==> config.mk <==
export PLATFORM = sky130hd
export DESIGN_NAME = icache_fill
export DESIGN_NICKNAME = d
export VERILOG_FILES = /design/src/rtl/icache_fill.sv
export SDC_FILE = /design/constraint.sdc
export NUM_CORES = 2
export LEC_CHECK = 0
export CAP_MARGIN = 20
export CORE_AREA = 2 2 441 443
export DETAILED_ROUTE_END_ITERATION = 7
export DIE_AREA = 0 0 443 445
export PLACE_DENSITY_LB_ADDON = 0.08
export SLEW_MARGIN = 5
export SYNTH_ARGS = -nofsm -noshare
export SYNTH_HDL_FRONTEND = slang
export SYNTH_SLANG_ARGS = --single-unit
==> constraint.sdc <==
create_clock -name clk -period 7.3 [get_ports clk]
set_input_delay 1.46 -clock clk [delete_from_list [all_inputs] [get_ports clk]]
set_output_delay 1.46 -clock clk [all_outputs]
set_load 0.01 [all_outputs]
==> src/rtl/icache_fill.sv <==
// Direct-mapped instruction cache with a blocking line-refill FSM.
// Hits return data combinationally. A miss stalls fetch while the line is
// fetched one word per accepted beat, then commits the tag/valid bit.
// Optional hit/miss counters are enabled with the ICACHE_STATS_EN macro.
module icache_fill #(
  parameter int unsigned DATA_WIDTH = 32,
  parameter int unsigned SETS       = 16,
  parameter int unsigned WORDS      = 4
) (
  input  logic                  clk,
  input  logic                  rst,
  input  logic [DATA_WIDTH-1:0] pc,
  output logic [DATA_WIDTH-1:0] instr,
  output logic                  miss_stall,
  input  logic                  inv,
  output logic                  mem_req,
  output logic [DATA_WIDTH-1:0] mem_addr,
  input  logic                  mem_rvalid,
  input  logic [DATA_WIDTH-1:0] mem_rdata,
  output logic [31:0]           hit_count,
  output logic [31:0]           miss_count
);

  localparam int unsigned WB   = $clog2(WORDS);
  localparam int unsigned IB   = $clog2(SETS);
  localparam int unsigned TLSB = 2 + WB + IB;
  localparam int unsigned TB   = DATA_WIDTH - TLSB;

  typedef enum logic [1:0] {S_IDLE, S_REFILL, S_COMMIT} state_t;

  state_t                r_state;
  logic [WB-1:0]         r_beat;
  logic [TB-1:0]         r_ftag;
  logic [IB-1:0]         r_findex;
  logic [SETS-1:0]       r_valid;
  logic                  r_inv_pend;
  logic                  r_mem_req;
  logic [TB-1:0]         r_tag  [SETS];
  logic [DATA_WIDTH-1:0] r_data [SETS][WORDS];

  logic [WB-1:0] w_word;
  logic [IB-1:0] w_index;
  logic [TB-1:0] w_tag;
  logic          w_hit;
  logic          w_miss;
  logic [1:0]    w_unused_pc_lsb;

  // Address decode and lookup
  assign w_unused_pc_lsb = pc[1:0];
  assign w_word  = pc[2 +: WB];
  assign w_index = pc[2+WB +: IB];
  assign w_tag   = pc[TLSB +: TB];
  assign w_hit   = (r_state == S_IDLE) && r_valid[w_index] && (r_tag[w_index] == w_tag);
  assign w_miss  = (r_state == S_IDLE) && !w_hit;

  assign instr      = r_data[w_index][w_word];
  assign miss_stall = !w_hit;
  assign mem_req    = r_mem_req;
  assign mem_addr   = {r_ftag, r_findex, r_beat, 2'b00};

  // Refill FSM, valid bits and invalidation tracking
  always_ff @(posedge clk) begin
    if (rst) begin
      r_state    <= S_IDLE;
      r_beat     <= '0;
      r_valid    <= '0;
      r_inv_pend <= 1'b0;
      r_mem_req  <= 1'b0;
    end else begin
      case (r_state)
        S_IDLE: begin
          if (w_miss) begin
            r_ftag    <= w_tag;
            r_findex  <= w_index;
            r_beat    <= '0;
            r_mem_req <= 1'b1;
            r_state   <= S_REFILL;
          end
        end
        S_REFILL: begin
          if (inv) r_inv_pend <= 1'b1;
          if (mem_rvalid) begin
            r_beat <= r_beat + WB'(1);
            if (r_beat == WB'(WORDS - 1)) begin
              r_mem_req <= 1'b0;
              r_state   <= S_COMMIT;
            end
          end
        end
        S_COMMIT: begin
          r_inv_pend <= 1'b0;
          r_state    <= S_IDLE;
        end
        default: begin
          r_mem_req <= 1'b0;
          r_state   <= S_IDLE;
        end
      endcase
      // An invalidate seen at any point of the refill keeps the line invalid
      if (r_state == S_COMMIT && !r_inv_pend && !inv) r_valid[r_findex] <= 1'b1;
      if (inv) r_valid <= '0;
    end
  end

  // Tag and data arrays: written only by the refill, never reset
  always_ff @(posedge clk) begin
    if (!rst && r_state == S_REFILL && mem_rvalid) r_data[r_findex][r_beat] <= mem_rdata;
    if (!rst && r_state == S_COMMIT) r_tag[r_findex] <= r_ftag;
  end

`ifdef ICACHE_STATS_EN
  logic [31:0] r_hit_count;
  logic [31:0] r_miss_count;

  // Hit/miss statistics, wrapping at 2^32
  always_ff @(posedge clk) begin
    if (rst) begin
      r_hit_count  <= '0;
      r_miss_count <= '0;
    end else begin
      if (w_hit)  r_hit_count  <= r_hit_count + 32'd1;
      if (w_miss) r_miss_count <= r_miss_count + 32'd1;
    end
  end

  assign hit_count  = r_hit_count;
  assign miss_count = r_miss_count;
`else
  assign hit_count  = '0;
  assign miss_count = '0;
`endif

endmodule

# [After elaboration in Yosys (flattened, before gate mapping)]
# Memory sizes are Yosys's and may differ from the RTL's.
# Cells that the tools add are included.
[op_classes] muxes=26 n_reduce_logical=23 bitwise_logic=5 magnitude_cmp=6 addsub=1 eq_ne=8
[ops] operator="$mux W128" n=1
[ops] operator="$mux W32" n=3
[ops] operator="$bmux W32 S2" n=1
[ops] operator="$demux W32 S2" n=1
[ops] operator="$eq A24 B24 Y1" n=1
[ops] operator="$or A16 B16 Y16" n=1
[ops] operator="$logic_and A1 B1 Y1" n=10
[ops] operator="$lt A4 B5 Y1 const B" n=2
[ops] operator="$mux W2" n=5
[ops] operator="$mux W1" n=9
[ops] operator="$reduce_and A3 Y1" n=3
[ops] operator="$ne A2 B2 Y1 const B" n=4
[ops] operator="$pmux W2 S2" n=2
[ops] operator="$ge A3 B3 Y1 const B" n=2
[ops] operator="$not A2 Y3" n=2
[ops] operator="$bmux W1 S4" n=1
[ops] operator="$demux W1 S4" n=1
[ops] operator="$eq A2 B2 Y1 const B" n=2
[ops] operator="$ge A4 B1 Y1 const B" n=1
[ops] operator="$logic_not A1 Y1" n=4
[ops] operator="$reduce_and A4 Y1" n=1
[ops] operator="$reduce_bool A2 Y1" n=2
[ops] operator="$lt A3 B1 Y1 const B" n=1
[ops] operator="$pmux W1 S3" n=1
[ops] operator="7 further kinds" n=8
[word_totals] register_bits=50 output_inout_bits=130 elab_cells=78 mem_count=2 ram_bits=2432
[mem_list] memory="r_data" words=16 width=128 rd=1 rd_ports_with_merged_regs=0 write_ports=1 line_no="39" text="logic [DATA_WIDTH-1:0] r_data [SETS][WORDS];"
[mem_list] memory="r_tag" words=16 width=24 rd=1 rd_ports_with_merged_regs=0 write_ports=1 line_no="38" text="logic [TB-1:0] r_tag [SETS];"

# [Longest topological paths before layout]
[logic_depth] ltp_word=8 depth_mapped=12 mapped_depth_nobuf=8

# [Least setup slack after synthesis]
# Ideal clock, no wire load.
[synth_path] path_kind="input-to-reg" start="input pc[6]" end="register r_findex[0], enable pin" setup_ps=494 arrival_ps=6233 stages=12 setup_slack_ps=573 path_cell_list="buf_2 -> buf_4 -> buf_2 -> buf_2 -> mux4_2 -> mux2i_1 -> a2bb2oi_1 -> nand4_1 -> o21ai_0 -> and4_1 -> nand3_1 -> nor4b_1"
[synth_between] elab_chain_cells=7 elab_cells_between_ends=9
[synth_rtl] item="from (decl)" line_no="12" text="input logic [DATA_WIDTH-1:0] pc,"
[synth_rtl] item="branches (longest 3 deep; another with $mem_v2 Z16 W24)"
[synth_rtl] item="$logic_and A1 B1 Y1 (*)" line_no="53" text="assign w_hit = (r_state == S_IDLE) && r_valid[w_index] && (r_tag[w_index] == w_tag);"
[synth_rtl] item="$logic_not A1 Y1 (*)"
[synth_rtl] item="named net miss_stall" line_no="14" text="output logic miss_stall,"
[synth_rtl] item="$logic_and A1 B1 Y1 (*)" line_no="54" text="assign w_miss = (r_state == S_IDLE) && !w_hit;"
[synth_rtl] item="$reduce_and A3 Y1 (no source line) (*)"
[synth_rtl] item="to (signal assigned)" line_no="74" text="r_findex <= w_index;"
[synth_rtl] item="to (decl)" line_no="34" text="logic [IB-1:0] r_findex;"
# Mark *: on every way through the listed nets, which the timed path passes. The select of a mux whose other input is x is not followed.
# A chain may end at the register's enable or synchronous reset.

# [Worst setup path in the final report]
[layout_path] start="input pc[5]" end="output miss_stall"
[layout_between] elab_chain_cells=5 elab_cells_between_ends=7
[layout_rtl] item="branches (longest 3 deep; another with $mem_v2 Z16 W24)"
[layout_rtl] item="$logic_and A1 B1 Y1 (*)" line_no="53"
[layout_rtl] item="$logic_not A1 Y1 (*)" line_no="57" text="assign miss_stall = !w_hit;"
[layout_rtl] item="to (decl)" line_no="14"
# Every way passes the cells marked *. The select of a mux whose other input is x is not followed.

==> flow_summary_export.csv <==
group,metric,value,unit
global_route,antenna_found_initial,31,
routing,post_drt_wl_per_cell,35.58,µm
setup_path,cp.required,5.84,ns
layout,instances_no_fill,7031,
sta,setup_violations,0,
min_path,min_delay_worst_endpoint,"r_valid[10]",
clocking,cts-htree-levels,5,
outcome,status,"complete, no violations",
die,dieWidth,443,µm
global_route,grt_pass1_vias,44180,
layout,fillers,13950,
layout,register_area,0.07431,mm²
routing,remaining_drc_errors,0,
min_path,whs_path_depth,2,
setup_path,r2r_slack,3.53,ns
sta,timing.hold.ws,0.4645,ns
setup_path,r2r_cells,4,
layout,fin_nets,4382,
sta,rsz0062_at_grt,"false",
logic_synthesis,ys_seq_area_frac,0.7779,
sta,period_share,0.8975,
routing,drt-total-wl,250.1,mm
sta,fin_ws,0.7483,ns
flow_run,cap_violations,0,
setup_path,critPathMaxFanout,46,
sta,hold_viol,0,
setup_path,criticalPathCategory,"primary input to output port",
sta,finalSetupTns,0,ns
logic_synthesis,yosys-top-cells-area,"edfxtp_1, mux4_2, mux2i_1",
logic_synthesis,syn_avg_cell_area,24.18,µm²
routing,dr.pass1.iters,5,
sta,timing.fmax,0.1526,GHz
logic_synthesis,netlist_top_cells_count,"edfxtp_1, mux4_2, buf_2, nor2_1, mux2i_1",
die,start_util,0.4976,
setup_path,r2r-start,"r_findex[1]",
clocking,cts_made_buffers,279,
setup_path,r2r-end,"r_data[14][37]",
die,die_area,0.1971,mm²
place,globalplace.congestion,0.7666,
global_route,grt_pass1_wl,348.5,mm
logic_synthesis,yosysMostFrequentCell,"edfxtp_1",
layout,area_growth,14.46,%
clocking,cts_sinks,2482,
die,rows,161,
routing,dr.first_iter.drc_count,5648,
global_route,grt_overflow_total,0,
clocking,postCtsSetupRepairBufs,0,
layout,final_area,0.1093,mm²
sta,slew_viol_final,0,
power_and_ir_drop,ir_drop,0.0002183,V
global_route,grt_max_degree,99,
sta,max-slew-margin-rel,0.2151,
sta,skew,0.03014,ns
clocking,cts_tree,"built",
place,io_buffers,129,
sta,tightest_slew,1.175,ns
die,die_y,445,µm
min_path,hold_start,"r_valid[10]",
routing,post_drt_via_cell_ratio,6.235,
place,preCtsSetupSlack,0.7407,ns
routing,vias,43840,
layout,multi_input_area,0.02046,mm²
logic_synthesis,ys_warn_count,0,
place,place_area,0.1006,mm²
logic_synthesis,ys_ff_latch,2482,
clocking,cts_buffer_depth,4,
logic_synthesis,syn-cell-area,0.09552,mm²
global_route,grt_usage,0.2553,
clocking,clock-root-buffer,"clkbuf_16",
sta,fin_crit,6.552,ns
clocking,cts_resized,0,
logic_synthesis,synth.distinct_cells,62,
die,io_pins,198,
clocking,clk-insertion-delay-late,0.91,ns
min_path,hp-class,"flop to flop",
power_and_ir_drop,leakagePower,34.10,nW
setup_path,end_kind,"output port",
layout,final_util,0.5696,
logic_synthesis,syn_inst,3950,
logic_synthesis,synth_edf_count,2460,
logic_synthesis,yosysTopAreaCell,"edfxtp_1",
setup_path,startpoint_type,"primary input",
routing,drtAntennaViolNets,0,
logic_synthesis,async_reset_ff_frac,0,
place,dp_hpwl,138.1,mm
logic_synthesis,synth_top_area_share,0.7733,
clocking,hold_buffers,0,
clocking,clk_pin_slew,0.06,ns
power_and_ir_drop,power_density,278.0,mW/mm²
setup_path,crit_arrival,5.09,ns
die,core,0.1920,mm²
layout,layout-drive-gt1-share,0.3069,
logic_synthesis,synth_flop_cell,"edfxtp_1",
power_and_ir_drop,total_power,30.40,mW
place,dp_cells,6545,
## how the worst max path moves through the flow
stage                     startpoint     endpoint  slack, ns
after global placement         pc[5]   miss_stall       0.69
after detailed placement       pc[4]    instr[22]       0.74
final                          pc[5]   miss_stall       0.75
after CTS                      pc[4]    instr[22]       0.74
after floorplan                pc[6]  r_findex[0]       0.57
after global routing           pc[5]   miss_stall       0.55
## where the power goes
group	leakage (nW)	switching (mW)	total [mW]	internal (mW)
clock network	4.18	5.40	13.3	7.93
logic	7.62	0.777	1.37	0.596
registers	22.3	0.0298	15.7	15.7
## flip-flops by register name, indices dropped and copies added (netlist names)
signal	cells
r_valid	16
r_findex	4
mem_req	1
r_state	2
r_data	2048
r_tag	384
r_beat	2
r_ftag	24
r_inv_pend	1
## area by class of cell
| class | count | area share |
|---|---|---|
| Antenna cell | 5 | 0.0001144 |
| Clock buffer | 356 | 0.06833 |
| Tap cell | 2526 | 0.02891 |
| Clock inverter | 115 | 0.009692 |
| Inverter | 13 | 0.0004463 |
| Sequential cell | 2482 | 0.6796 |
| Timing Repair Buffer | 287 | 0.02574 |
| Multi-Input combinational cell | 1247 | 0.1871 |
## kinds of logic (layout without fill, tap and decap cells)
| family | count (synthesis) | in the layout | synth area share |
|---|---|---|---|
| compound gates | 112 | 112 | 0.008711 |
| xor+xnor | 26 | 26 | 0.002384 |
| fa+ha+maj | 4 | 4 | 0.0005240 |
| buf+inv | 286 | 771 | 0.01677 |
| flops | 2482 | 2482 | 0.7779 |
| mux | 838 | 838 | 0.1841 |
| other cells | 1 | 71 | 0.00003926 |
| simple gates | 201 | 201 | 0.009509 |
## layer usage
layer | up-vias | wire, µm | track usage
met1 | 24110 | 105200 | 0.3695
met5 | - | 111 | 0
li1 | 17610 | - | -
met2 | 1718 | 122300 | 0.4117
met4 | 16 | 5557 | 0.06115
met3 | 391 | 17010 | 0.04188
## critical path: stages
cell,delay (ns)
buf_8,0.37
nor2b_1,0.75
a22oi_1,0.24
a31oi_1,0.29
a31oi_1,0.08
a2111oi_0,0.51
buf_4,0.23
and4_1,0.27
nand3_1,0.21
clkdlybuf4s50_1,0.56
## layout by cell type, fill, tap and decap left out, drive strengths merged, types with 4 or more instances in the layout
cell type,netlist,layout
a22oi,19,19
a22o,8,8
clkinv,0,90
xnor2,16,16
clkdlybuf4s50,0,91
conb,1,66
bufinv,0,21
nand3,12,12
buf,218,195
edfxtp,2460,2460
clkbuf,55,357
mux2,4,4
a31oi,16,16
a211oi,6,6
nor4,4,4
ha,4,4
nor2,111,111
mux4,735,735
mux2i,99,99
xor2,10,10
a21oi,14,14
a221oi,8,8
inv,13,15
nand4,4,4
o21ai,13,13
diode,0,5
nor3,10,10
a41oi,7,7
dfxtp,22,22
nand2,30,30
nor2b,15,15
Power figures use the tool's default switching activity.
